File: src/rtl/regfile_wr_arbiter_pkg.sv
// Shared definitions for the register-file write-port arbiter.
//   DEF_DATA_W / DEF_ADDR_W : default widths of a register write
//   REG_ZERO                : register address that ZERO_GUARD suppresses
//   SRC_ALU / SRC_MEM       : source IDs reported on rf_src
//   sel_e                   : per-cycle issue decision of the arbiter
package regfile_wr_arbiter_pkg;

  localparam int unsigned DEF_DATA_W = 32;
  localparam int unsigned DEF_ADDR_W = 4;
  localparam int unsigned REG_ZERO   = 0;

  localparam logic SRC_ALU = 1'b0;
  localparam logic SRC_MEM = 1'b1;

  typedef enum logic [1:0] {
    SelNone,
    SelAlu,
    SelMem
  } sel_e;

  // Source ID that corresponds to an issue decision (SelNone maps to ALU, unused).
  function automatic logic sel_to_src(input sel_e sel);
    return (sel == SelMem) ? SRC_MEM : SRC_ALU;
  endfunction

endpackage

File: src/rtl/regfile_wr_arbiter_hold_buf.sv
// One-entry writeback holding buffer (module wb_hold_buf).
//   clk, rst          : clock, synchronous active-high reset
//   load              : capture in_addr/in_data (only asserted while empty)
//   drain             : empty the entry (only asserted while full)
//   in_addr, in_data  : incoming register write
//   full              : entry holds a pending write
//   addr, data        : contents of the pending write
module wb_hold_buf #(
  parameter int unsigned DATA_W = 32,
  parameter int unsigned ADDR_W = 4
) (
  input  logic              clk,
  input  logic              rst,
  input  logic              load,
  input  logic              drain,
  input  logic [ADDR_W-1:0] in_addr,
  input  logic [DATA_W-1:0] in_data,
  output logic              full,
  output logic [ADDR_W-1:0] addr,
  output logic [DATA_W-1:0] data
);

  logic              full_q, full_d;
  logic [ADDR_W-1:0] addr_q, addr_d;
  logic [DATA_W-1:0] data_q, data_d;

  // load and drain are mutually exclusive: load needs empty, drain needs full.
  always_comb begin
    full_d = full_q;
    addr_d = addr_q;
    data_d = data_q;
    if (drain) begin
      full_d = 1'b0;
    end else if (load) begin
      full_d = 1'b1;
      addr_d = in_addr;
      data_d = in_data;
    end
  end

  always_ff @(posedge clk) begin
    if (rst) begin
      full_q <= 1'b0;
      addr_q <= '0;
      data_q <= '0;
    end else begin
      full_q <= full_d;
      addr_q <= addr_d;
      data_q <= data_d;
    end
  end

  assign full = full_q;
  assign addr = addr_q;
  assign data = data_q;

endmodule

File: src/rtl/regfile_wr_arbiter.sv
// Arbiter sharing the register file's single write port between the ALU
// writeback (req0) and the load writeback (req1).
//   clk, rst                      : clock, synchronous active-high reset
//   req0_valid/addr/data, _ready  : ALU write request and handshake
//   req1_valid/addr/data, _ready  : load write request and handshake
//   rf_hold                       : freeze issue (buffers may still fill)
//   rf_write, rf_addr, rf_data    : registered write port to the register file
//   rf_src                        : source of the current write (0 = req0, 1 = req1)
//   busy                          : a buffer is full or a write is being presented
// Oldest pending write issues first; equal-age writes alternate round-robin.
module regfile_wr_arbiter
  import regfile_wr_arbiter_pkg::*;
#(
  parameter int unsigned DATA_W     = DEF_DATA_W,
  parameter int unsigned ADDR_W     = DEF_ADDR_W,
  parameter bit          ZERO_GUARD = 1'b1
) (
  input  logic              clk,
  input  logic              rst,
  input  logic              req0_valid,
  input  logic [ADDR_W-1:0] req0_addr,
  input  logic [DATA_W-1:0] req0_data,
  output logic              req0_ready,
  input  logic              req1_valid,
  input  logic [ADDR_W-1:0] req1_addr,
  input  logic [DATA_W-1:0] req1_data,
  output logic              req1_ready,
  input  logic              rf_hold,
  output logic              rf_write,
  output logic [ADDR_W-1:0] rf_addr,
  output logic [DATA_W-1:0] rf_data,
  output logic              rf_src,
  output logic              busy
);

  localparam logic [ADDR_W-1:0] ZeroAddr = ADDR_W'(REG_ZERO);

  logic              full0, full1;
  logic [ADDR_W-1:0] addr0, addr1;
  logic [DATA_W-1:0] data0, data1;
  logic              load0, load1;
  logic              drain0, drain1;

  // age_diff_q: the two full buffers were loaded on different edges;
  // age_old_q: which of them is older (only meaningful with age_diff_q).
  logic age_diff_q, age_diff_d;
  logic age_old_q, age_old_d;
  logic rr_q, rr_d;

  sel_e              sel;
  logic [ADDR_W-1:0] win_addr;
  logic [DATA_W-1:0] win_data;
  logic              wr_d;

  logic              rf_write_q, rf_write_d;
  logic [ADDR_W-1:0] rf_addr_q, rf_addr_d;
  logic [DATA_W-1:0] rf_data_q, rf_data_d;
  logic              rf_src_q, rf_src_d;

  // Ready comes from registered state only, so a drained buffer refills a cycle later.
  assign load0 = req0_valid & ~full0;
  assign load1 = req1_valid & ~full1;

  wb_hold_buf #(
    .DATA_W (DATA_W),
    .ADDR_W (ADDR_W)
  ) u_buf0 (
    .clk     (clk),
    .rst     (rst),
    .load    (load0),
    .drain   (drain0),
    .in_addr (req0_addr),
    .in_data (req0_data),
    .full    (full0),
    .addr    (addr0),
    .data    (data0)
  );

  wb_hold_buf #(
    .DATA_W (DATA_W),
    .ADDR_W (ADDR_W)
  ) u_buf1 (
    .clk     (clk),
    .rst     (rst),
    .load    (load1),
    .drain   (drain1),
    .in_addr (req1_addr),
    .in_data (req1_data),
    .full    (full1),
    .addr    (addr1),
    .data    (data1)
  );

  // Issue selection; the pointer only advances on an equal-age tie.
  always_comb begin
    sel  = SelNone;
    rr_d = rr_q;
    if (!rf_hold) begin
      if (full0 && !full1) begin
        sel = SelAlu;
      end else if (full1 && !full0) begin
        sel = SelMem;
      end else if (full0 && full1) begin
        if (age_diff_q) begin
          sel = (age_old_q == SRC_MEM) ? SelMem : SelAlu;
        end else begin
          sel  = (rr_q == SRC_MEM) ? SelMem : SelAlu;
          rr_d = ~rr_q;
        end
      end
    end
  end

  assign drain0 = (sel == SelAlu);
  assign drain1 = (sel == SelMem);

  always_comb begin
    win_addr = addr0;
    win_data = data0;
    unique case (sel)
      SelMem: begin
        win_addr = addr1;
        win_data = data1;
      end
      default: begin
        win_addr = addr0;
        win_data = data0;
      end
    endcase
  end

  // Age tracking. A buffer that stays full while the other loads is the older one.
  always_comb begin
    age_diff_d = age_diff_q;
    age_old_d  = age_old_q;
    if (load0 && load1) begin
      age_diff_d = 1'b0;
    end else if (load0 && full1 && !drain1) begin
      age_diff_d = 1'b1;
      age_old_d  = SRC_MEM;
    end else if (load1 && full0 && !drain0) begin
      age_diff_d = 1'b1;
      age_old_d  = SRC_ALU;
    end else if (drain0 || drain1) begin
      // At most one entry remains; age is rebuilt on the next load.
      age_diff_d = 1'b0;
    end
  end

  // Zero-address writes drain their buffer but never reach the register file.
  assign wr_d = (sel != SelNone) && !(ZERO_GUARD && (win_addr == ZeroAddr));

  always_comb begin
    rf_write_d = wr_d;
    rf_addr_d  = rf_addr_q;
    rf_data_d  = rf_data_q;
    rf_src_d   = rf_src_q;
    if (wr_d) begin
      rf_addr_d = win_addr;
      rf_data_d = win_data;
      rf_src_d  = sel_to_src(sel);
    end
  end

  always_ff @(posedge clk) begin
    if (rst) begin
      age_diff_q <= 1'b0;
      age_old_q  <= SRC_ALU;
      rr_q       <= SRC_ALU;
      rf_write_q <= 1'b0;
      rf_addr_q  <= '0;
      rf_data_q  <= '0;
      rf_src_q   <= SRC_ALU;
    end else begin
      age_diff_q <= age_diff_d;
      age_old_q  <= age_old_d;
      rr_q       <= rr_d;
      rf_write_q <= rf_write_d;
      rf_addr_q  <= rf_addr_d;
      rf_data_q  <= rf_data_d;
      rf_src_q   <= rf_src_d;
    end
  end

  assign req0_ready = ~full0;
  assign req1_ready = ~full1;
  assign rf_write   = rf_write_q;
  assign rf_addr    = rf_addr_q;
  assign rf_data    = rf_data_q;
  assign rf_src     = rf_src_q;
  assign busy       = full0 | full1 | rf_write_q;

endmodule

File: config.mk
export PLATFORM = sky130hd
export DESIGN_NAME = regfile_wr_arbiter
export DESIGN_NICKNAME = d
export VERILOG_FILES = /design/src/rtl/regfile_wr_arbiter_pkg.sv /design/src/rtl/regfile_wr_arbiter_hold_buf.sv /design/src/rtl/regfile_wr_arbiter.sv
export SDC_FILE = /design/constraint.sdc
export NUM_CORES = 1
export LEC_CHECK = 0
export BUFFER_PORTS_ARGS = -buffer_cell sky130_fd_sc_hd__buf_4
export CAP_MARGIN = 20
export CORE_MARGIN = 2
export CORE_UTILIZATION = 35
export CTS_CLUSTER_DIAMETER = 200
export DETAILED_ROUTE_END_ITERATION = 6
export PLACE_DENSITY_LB_ADDON = 0.15
export SLEW_MARGIN = 20
export SYNTH_ARGS = -nofsm -noshare
export SYNTH_HDL_FRONTEND = slang
export SYNTH_SLANG_ARGS = --single-unit
File: constraint.sdc
create_clock -name clk -period 3.2 [get_ports clk]
set_clock_uncertainty 0.05 [all_clocks]
set_input_delay 0.16 -clock clk [delete_from_list [all_inputs] [get_ports clk]]
set_output_delay 0.16 -clock clk [all_outputs]
set_load 0.01 [all_outputs]
# ---- Word level (Yosys, flattened, before mapping)
# Cells that the tools add are included.
dict set report totals {
  ff_bits 115
  in_bits 77
  out_inout_bits 41
  word_cells 70
}
dict set report op_classes {
  eq_ne 2
  n_mux 15
  n_bitwise 14
  n_reduce_logical 26
}
# op count
set ops {}
lappend ops {{$mux 32} 1}
lappend ops {{$mux 2} 7}
lappend ops {{$not 1->1} 10}
lappend ops {{$logic_and 1x1->1} 9}
lappend ops {{$mux 1} 6}
lappend ops {{$reduce_and 2->1} 3}
lappend ops {{$reduce_or 2->1} 3}
lappend ops {{$logic_not 1->1} 5}
lappend ops {{$reduce_and 5->1} 1}
lappend ops {{$logic_not 4->1} 1}
lappend ops {{$mux 4} 1}
lappend ops {{$reduce_bool 2->1} 2}
lappend ops {{$reduce_bool 3->1} 1}
lappend ops {{$and 1x1->1} 2}
lappend ops {{$eq 2x1->1 const B} 1}
lappend ops {{$eq 2x2->1 const B} 1}
lappend ops {{$or 1x1->1} 2}
lappend ops {{$logic_or 1x1->1} 1}

# ---- Depth between registers and ports, before layout
dict set report depth {
  ltp_word 11
  mapped_depth 13
  ltp_nobuf 10
}

# ---- Cells and area by module
# Synthesis repeated with hierarchy kept, for this count alone.
dict set report hier_totals {
  hier_cells 546
  area_unflattened_um2 5814.3
}
# module n_inst cells_each area_per_inst_um2
set modules_own_cells {}
lappend modules_own_cells {wb_hold_buf 2 168 1846.8}
lappend modules_own_cells {regfile_wr_arbiter 1 210 2120.8}

# ---- Worst setup path before layout
# Ideal clock, no wire load.
dict set report synth_timing {
  path_kind {reg-to-reg}
  startpoint {register u_buf0.full_q, in the netlist u_buf0.full}
  endpoint {register rf_data_q[10], in the netlist rf_data[10]}
  setup_time_ns 0.081
  t_arrival_ns 2.240
  setup_slack_ns 0.829
  path_stages_with_launch 14
  n_path_buf 3
  synth_period_minus_slack_ns 2.371
  cell_sequence {dfxtp_1 > inv_1 > ha_1 > inv_1 > a31oi_1 > or2_1 > ha_1 > buf_2 > nor3_2 > a21oi_2 > and2_4 > buf_6 > buf_6 > a211oi_2}
}
dict set report synth_between {
  elab_chain_len 10
}
# element line
set synth_lines {}
lappend synth_lines {{start, declared} regfile_wr_arbiter_hold_buf.sv:23} ;# logic full_q, full_d;
lappend synth_lines {{start signal, assigned} regfile_wr_arbiter_hold_buf.sv:47} ;# full_q <= full_d;
lappend synth_lines {{$logic_and 1x1->1 or $logic_not 1->1 (tied branches)} {regfile_wr_arbiter.sv:103, regfile_wr_arbiter.sv:101}}
lappend synth_lines {{$mux 2 or $logic_and 1x1->1 (tied branches)} {regfile_wr_arbiter.sv:103, regfile_wr_arbiter.sv:101}}
lappend synth_lines {{$mux 2} regfile_wr_arbiter.sv:101} ;# end else if (full1 && !full0) begin
lappend synth_lines {{$mux 2 *} regfile_wr_arbiter.sv:99} ;# if (full0 && !full1) begin
lappend synth_lines {{$mux 2 *} regfile_wr_arbiter.sv:98} ;# if (!rf_hold) begin
lappend synth_lines {{$eq 2x2->1 *} --}
lappend synth_lines {{net drain1} regfile_wr_arbiter.sv:42} ;# logic drain0, drain1;
lappend synth_lines {{$mux 4} regfile_wr_arbiter.sv:120} ;# unique case (sel)
lappend synth_lines {{$logic_not 4->1} regfile_wr_arbiter.sv:151} ;# assign wr_d = (sel != SelNone) && !(ZERO_GUARD && (win_addr == ZeroAddr));
lappend synth_lines {{$logic_not 1->1} regfile_wr_arbiter.sv:151}
lappend synth_lines {{$logic_and 1x1->1} regfile_wr_arbiter.sv:151}
lappend synth_lines {{end signal, assigned} regfile_wr_arbiter.sv:180} ;# rf_data_q <= rf_data_d;
lappend synth_lines {{end, declared} regfile_wr_arbiter.sv:57} ;# logic [DATA_W-1:0] rf_data_q, rf_data_d;
# The timed path passes the listed nets; every way through them passes the cells marked *.
# A chain may end at the register's enable or synchronous reset.

# ---- Final worst setup path
dict set report layout_timing {
  startpoint {register u_buf1.full_q, in the netlist u_buf1.full}
  endpoint {register rf_data_q[31], in the netlist rf_data[31]}
}
dict set report layout_between {
  elab_chain_len 10
}
# element line
set layout_lines {}
lappend layout_lines {{start, declared} regfile_wr_arbiter_hold_buf.sv:23}
lappend layout_lines {{start signal, assigned} regfile_wr_arbiter_hold_buf.sv:47}
lappend layout_lines {{$logic_and 1x1->1} regfile_wr_arbiter.sv:103} ;# end else if (full0 && full1) begin
lappend layout_lines {{$mux 2} regfile_wr_arbiter.sv:103}
lappend layout_lines {{$mux 2} regfile_wr_arbiter.sv:101}
lappend layout_lines {{$mux 2 *} regfile_wr_arbiter.sv:99}
lappend layout_lines {{$mux 2 *} regfile_wr_arbiter.sv:98}
lappend layout_lines {{$eq 2x2->1 *} --}
lappend layout_lines {{net drain1} regfile_wr_arbiter.sv:42}
lappend layout_lines {{$mux 4} regfile_wr_arbiter.sv:120}
lappend layout_lines {{$logic_not 4->1} regfile_wr_arbiter.sv:151}
lappend layout_lines {{$logic_not 1->1} regfile_wr_arbiter.sv:151}
lappend layout_lines {{$logic_and 1x1->1} regfile_wr_arbiter.sv:151}
# Marks and branches as above.

==> flow_metrics.env <==
export IMPL_grt_use_total=0.189
export IMPL_dr_pass1_iters=5
export IMPL_synth_top_area_share=0.489
export IMPL_wl_um=13300
export IMPL_fin_crit_sh=0.874
export IMPL_syn_avg_cell_area_um2=8.87
export IMPL_syn_nets=615
export IMPL_synth_commonest_cells="nand2_1 (144), dfxtp_1 (115), a21oi_1 (106), mux2i_1 (37), clkbuf_1 (28)"
export IMPL_portBuffers=117
export IMPL_fin_crit_ns=2.80
export IMPL_grt_start_max_net_pins=71
export IMPL_yosysWarningCount=0
export IMPL_timing_max_cap_violations=0
export IMPL_min_from="rf_hold"
export IMPL_drt_iter0_markers=237
export IMPL_antenna_found_initial=0
export IMPL_peakVddDrop_v=0.000374
export IMPL_layout_cells_non_filler=898
export IMPL_drive_above_1_share=0.263
export IMPL_synth_lib_cells_used_distinct=32
export IMPL_dpl_cell_area_um2=5720
export IMPL_io_pins=118
export IMPL_clock_latency_ns=0.40
export IMPL_reg2reg_from="u_buf1.full$_SDFFE_PP0P_"
export IMPL_clk_pin_slew_ns=0.05
export IMPL_viasPerCell=4.77
export IMPL_drtAntennaViolNets=0
export IMPL_p_per_area_nw_per_um2=560
export IMPL_synthCells=531
export IMPL_syn_area_um2=4710
export IMPL_p_leak_uw=0.00271
export IMPL_stdcell_area_um2=6990
export IMPL_core_um2=13200
export IMPL_cts_sinks=115
export IMPL_route_detailed_drc=0
export IMPL_gp_congestion=0.822
export IMPL_cts_tree="built"
export IMPL_first_global_vias=4286
export IMPL_grt_overflow=0
export IMPL_dp_hpwl_um=8460
export IMPL_die_h_um=120
export IMPL_die_w_um=120
export IMPL_cts_inserted_buffers=17
export IMPL_tns_ns=0
export IMPL_synth_seq_cells=115
export IMPL_cp_start_kind="flip-flop"
export IMPL_cts_resized=0
export IMPL_synth_top_area_cell="dfxtp_1"
export IMPL_cp_arrival_ns=2.99
export IMPL_rr_endpoint="rf_data[31]$_SDFFE_PP0P_"
export IMPL_die_area_um2=14400
export IMPL_hold_path_depth=4
export IMPL_synth_most_common_cell="nand2_1"
export IMPL_clk_path_buf_depth=2
export IMPL_vias=4279
export IMPL_hp_class="in2reg"
export IMPL_wire_per_inst_um=14.8
export IMPL_rsz0062_at_grt="false"
export IMPL_power_uw=3910
export IMPL_rows=42
export IMPL_max_slew_margin=0.479
export IMPL_criticalPathCategory="reg2reg"
export IMPL_grt_pass1_wl_um=21200
export IMPL_fin_nets=794
export IMPL_yosysSeqAreaShare=0.489
export IMPL_finalHoldViolations=0
export IMPL_reg2reg_setup_slack_ns=0.40
export IMPL_min_to="rr_q$_SDFFE_PP0P_"
export IMPL_worst_pin_slew_ns=0.781
export IMPL_n_antenna_cell=0
export IMPL_worstPathRequired_ns=3.40
export IMPL_status="finished, final reports clean"
export IMPL_fmaxAchievable_mhz=357
export IMPL_slew_violations=0
export IMPL_cts_max_level=4
export IMPL_initial_core_util=0.357
export IMPL_areaGrowthSynthToFinish_pct=48.5
export IMPL_crit_fanout=37
export IMPL_synthArstFlopShare=0
export IMPL_synth_flop_cell="dfxtp_1"
export IMPL_placed_cells=793
export IMPL_synth_edff_count=0
export IMPL_synth_area_leaders="dfxtp_1 (49%), nand2_1 (11%), a21oi_1 (11%)"
export IMPL_setup_viol=0
export IMPL_cts_root_buf="clkbuf_16"
export IMPL_r2r_cells=9
export IMPL_crit_path_end_kind="flip-flop"
==> what timing repair did <==
item,in CTS,in global routing
buffers inserted,0,0
hold buffers,74,0
endpoints found under the hold margin,74,0
setup endpoints to repair,0,0
==> metrics by stage <==
| step | hold slack, ns | util | worst slack, ns |
|---|---|---|---|
| floorplan | 0.246 | - | 0.829 |
| global placement | 0.360 | 0.434 | 0.477 |
| detailed placement | 0.370 | 0.434 | 0.392 |
| CTS | 0.0655 | 0.530 | 0.367 |
| global route | 0.0958 | 0.530 | 0.135 |
| finish | 0.0824 | 0.530 | 0.402 |
==> flip-flops by register name, summed over array words and instances (netlist names) <==
signal and count:
age_old_q 1, rf_write 1, rf_addr 4, age_diff_q 1
u_buf0.full 1, u_buf0.data 32, u_buf1.full 1, rr_q 1
rf_src 1, u_buf0.addr 4, rf_data 32, u_buf1.data 32
u_buf1.addr 4
==> worst max-delay path: stages (launching register included) <==
cell and delay (ns):
dfxtp_1 0.38, inv_1 0.12, ha_1 0.22, a31oi_1 0.13
or2_1 0.16, ha_2 0.43, nor3_2 0.11, a21oi_4 0.30
and2_4 0.60, a211oi_1 0.14
==> report_power, final <==
group | internal [µW] | total [µW] | switching (µW)
Sequential | 1540 | 1600 | 63.1
Clock | 1080 | 1680 | 600
Combinational | 311 | 632 | 322
==> final cells by class <==
| type | instances | area, µm² |
|---|---|---|
| Fill cell | 1220 | 6200 |
| Sequential cell | 115 | 2300 |
| Multi-Input combinational cell | 370 | 2210 |
| Timing Repair Buffer | 202 | 1710 |
| Clock buffer | 26 | 509 |
| Tap cell | 176 | 220 |
| Clock inverter | 5 | 25.0 |
| Inverter | 4 | 15.0 |
==> cells by family (layout without fill, tap and decap cells) <==
| logic type | after synthesis | after routing | synth area share |
|---|---|---|---|
| fa+ha+maj | 7 | 7 | 0.0186 |
| xor+xnor | 1 | 1 | 0.00186 |
| mux | 37 | 37 | 0.0786 |
| compound gates | 147 | 147 | 0.207 |
| buf+inv | 46 | 237 | 0.0467 |
| flops | 115 | 115 | 0.489 |
| simple gates | 178 | 178 | 0.158 |
==> routing by layer <==
layer	GRT usage	routed length (µm)	vias up
met2	0.312	6470	97
met5	0	0	-
met1	0.238	6080	2007
met4	0.0551	76	0
met3	0.0561	662	6
li1	-	-	2169
==> how the worst max path moves through the flow <==
stage	from	to	slack [ns]	cells past startpoint
floorplan	u_buf0.full$_SDFFE_PP0P_	rf_data[10]$_SDFFE_PP0P_	0.83	13
global placement	u_buf0.full$_SDFFE_PP0P_	rf_data[31]$_SDFFE_PP0P_	0.48	10
detailed placement	u_buf1.full$_SDFFE_PP0P_	rf_addr[1]$_SDFFE_PP0P_	0.39	9
CTS	u_buf1.full$_SDFFE_PP0P_	rf_data[31]$_SDFFE_PP0P_	0.37	9
global route	u_buf1.full$_SDFFE_PP0P_	rf_data[31]$_SDFFE_PP0P_	0.14	9
finish	u_buf1.full$_SDFFE_PP0P_	rf_data[31]$_SDFFE_PP0P_	0.40	9
==> cells in the final DEF, fill, tap and decap left out, types with 2 or more instances in the layout <==
cell type	synthesis	layout
or2_1	3	3
mux2i_1	37	37
inv_1	4	4
a211oi_2	26	26
nor2b_1	4	4
nor2_1	6	6
dfxtp_1	115	115
clkbuf_1	28	4
a21oi_1	106	106
ha_1	7	6
clkbuf_8	0	5
buf_4	2	127
nand2b_1	7	7
clkinv_2	0	5
nor2_4	0	2
dlygate4sd3_1	0	74
nor3_1	5	5
clkbuf_16	0	17
o32ai_1	4	4
nand2_1	144	144
a211oi_1	6	6
Note: power is estimated with default switching activity, not from simulation.
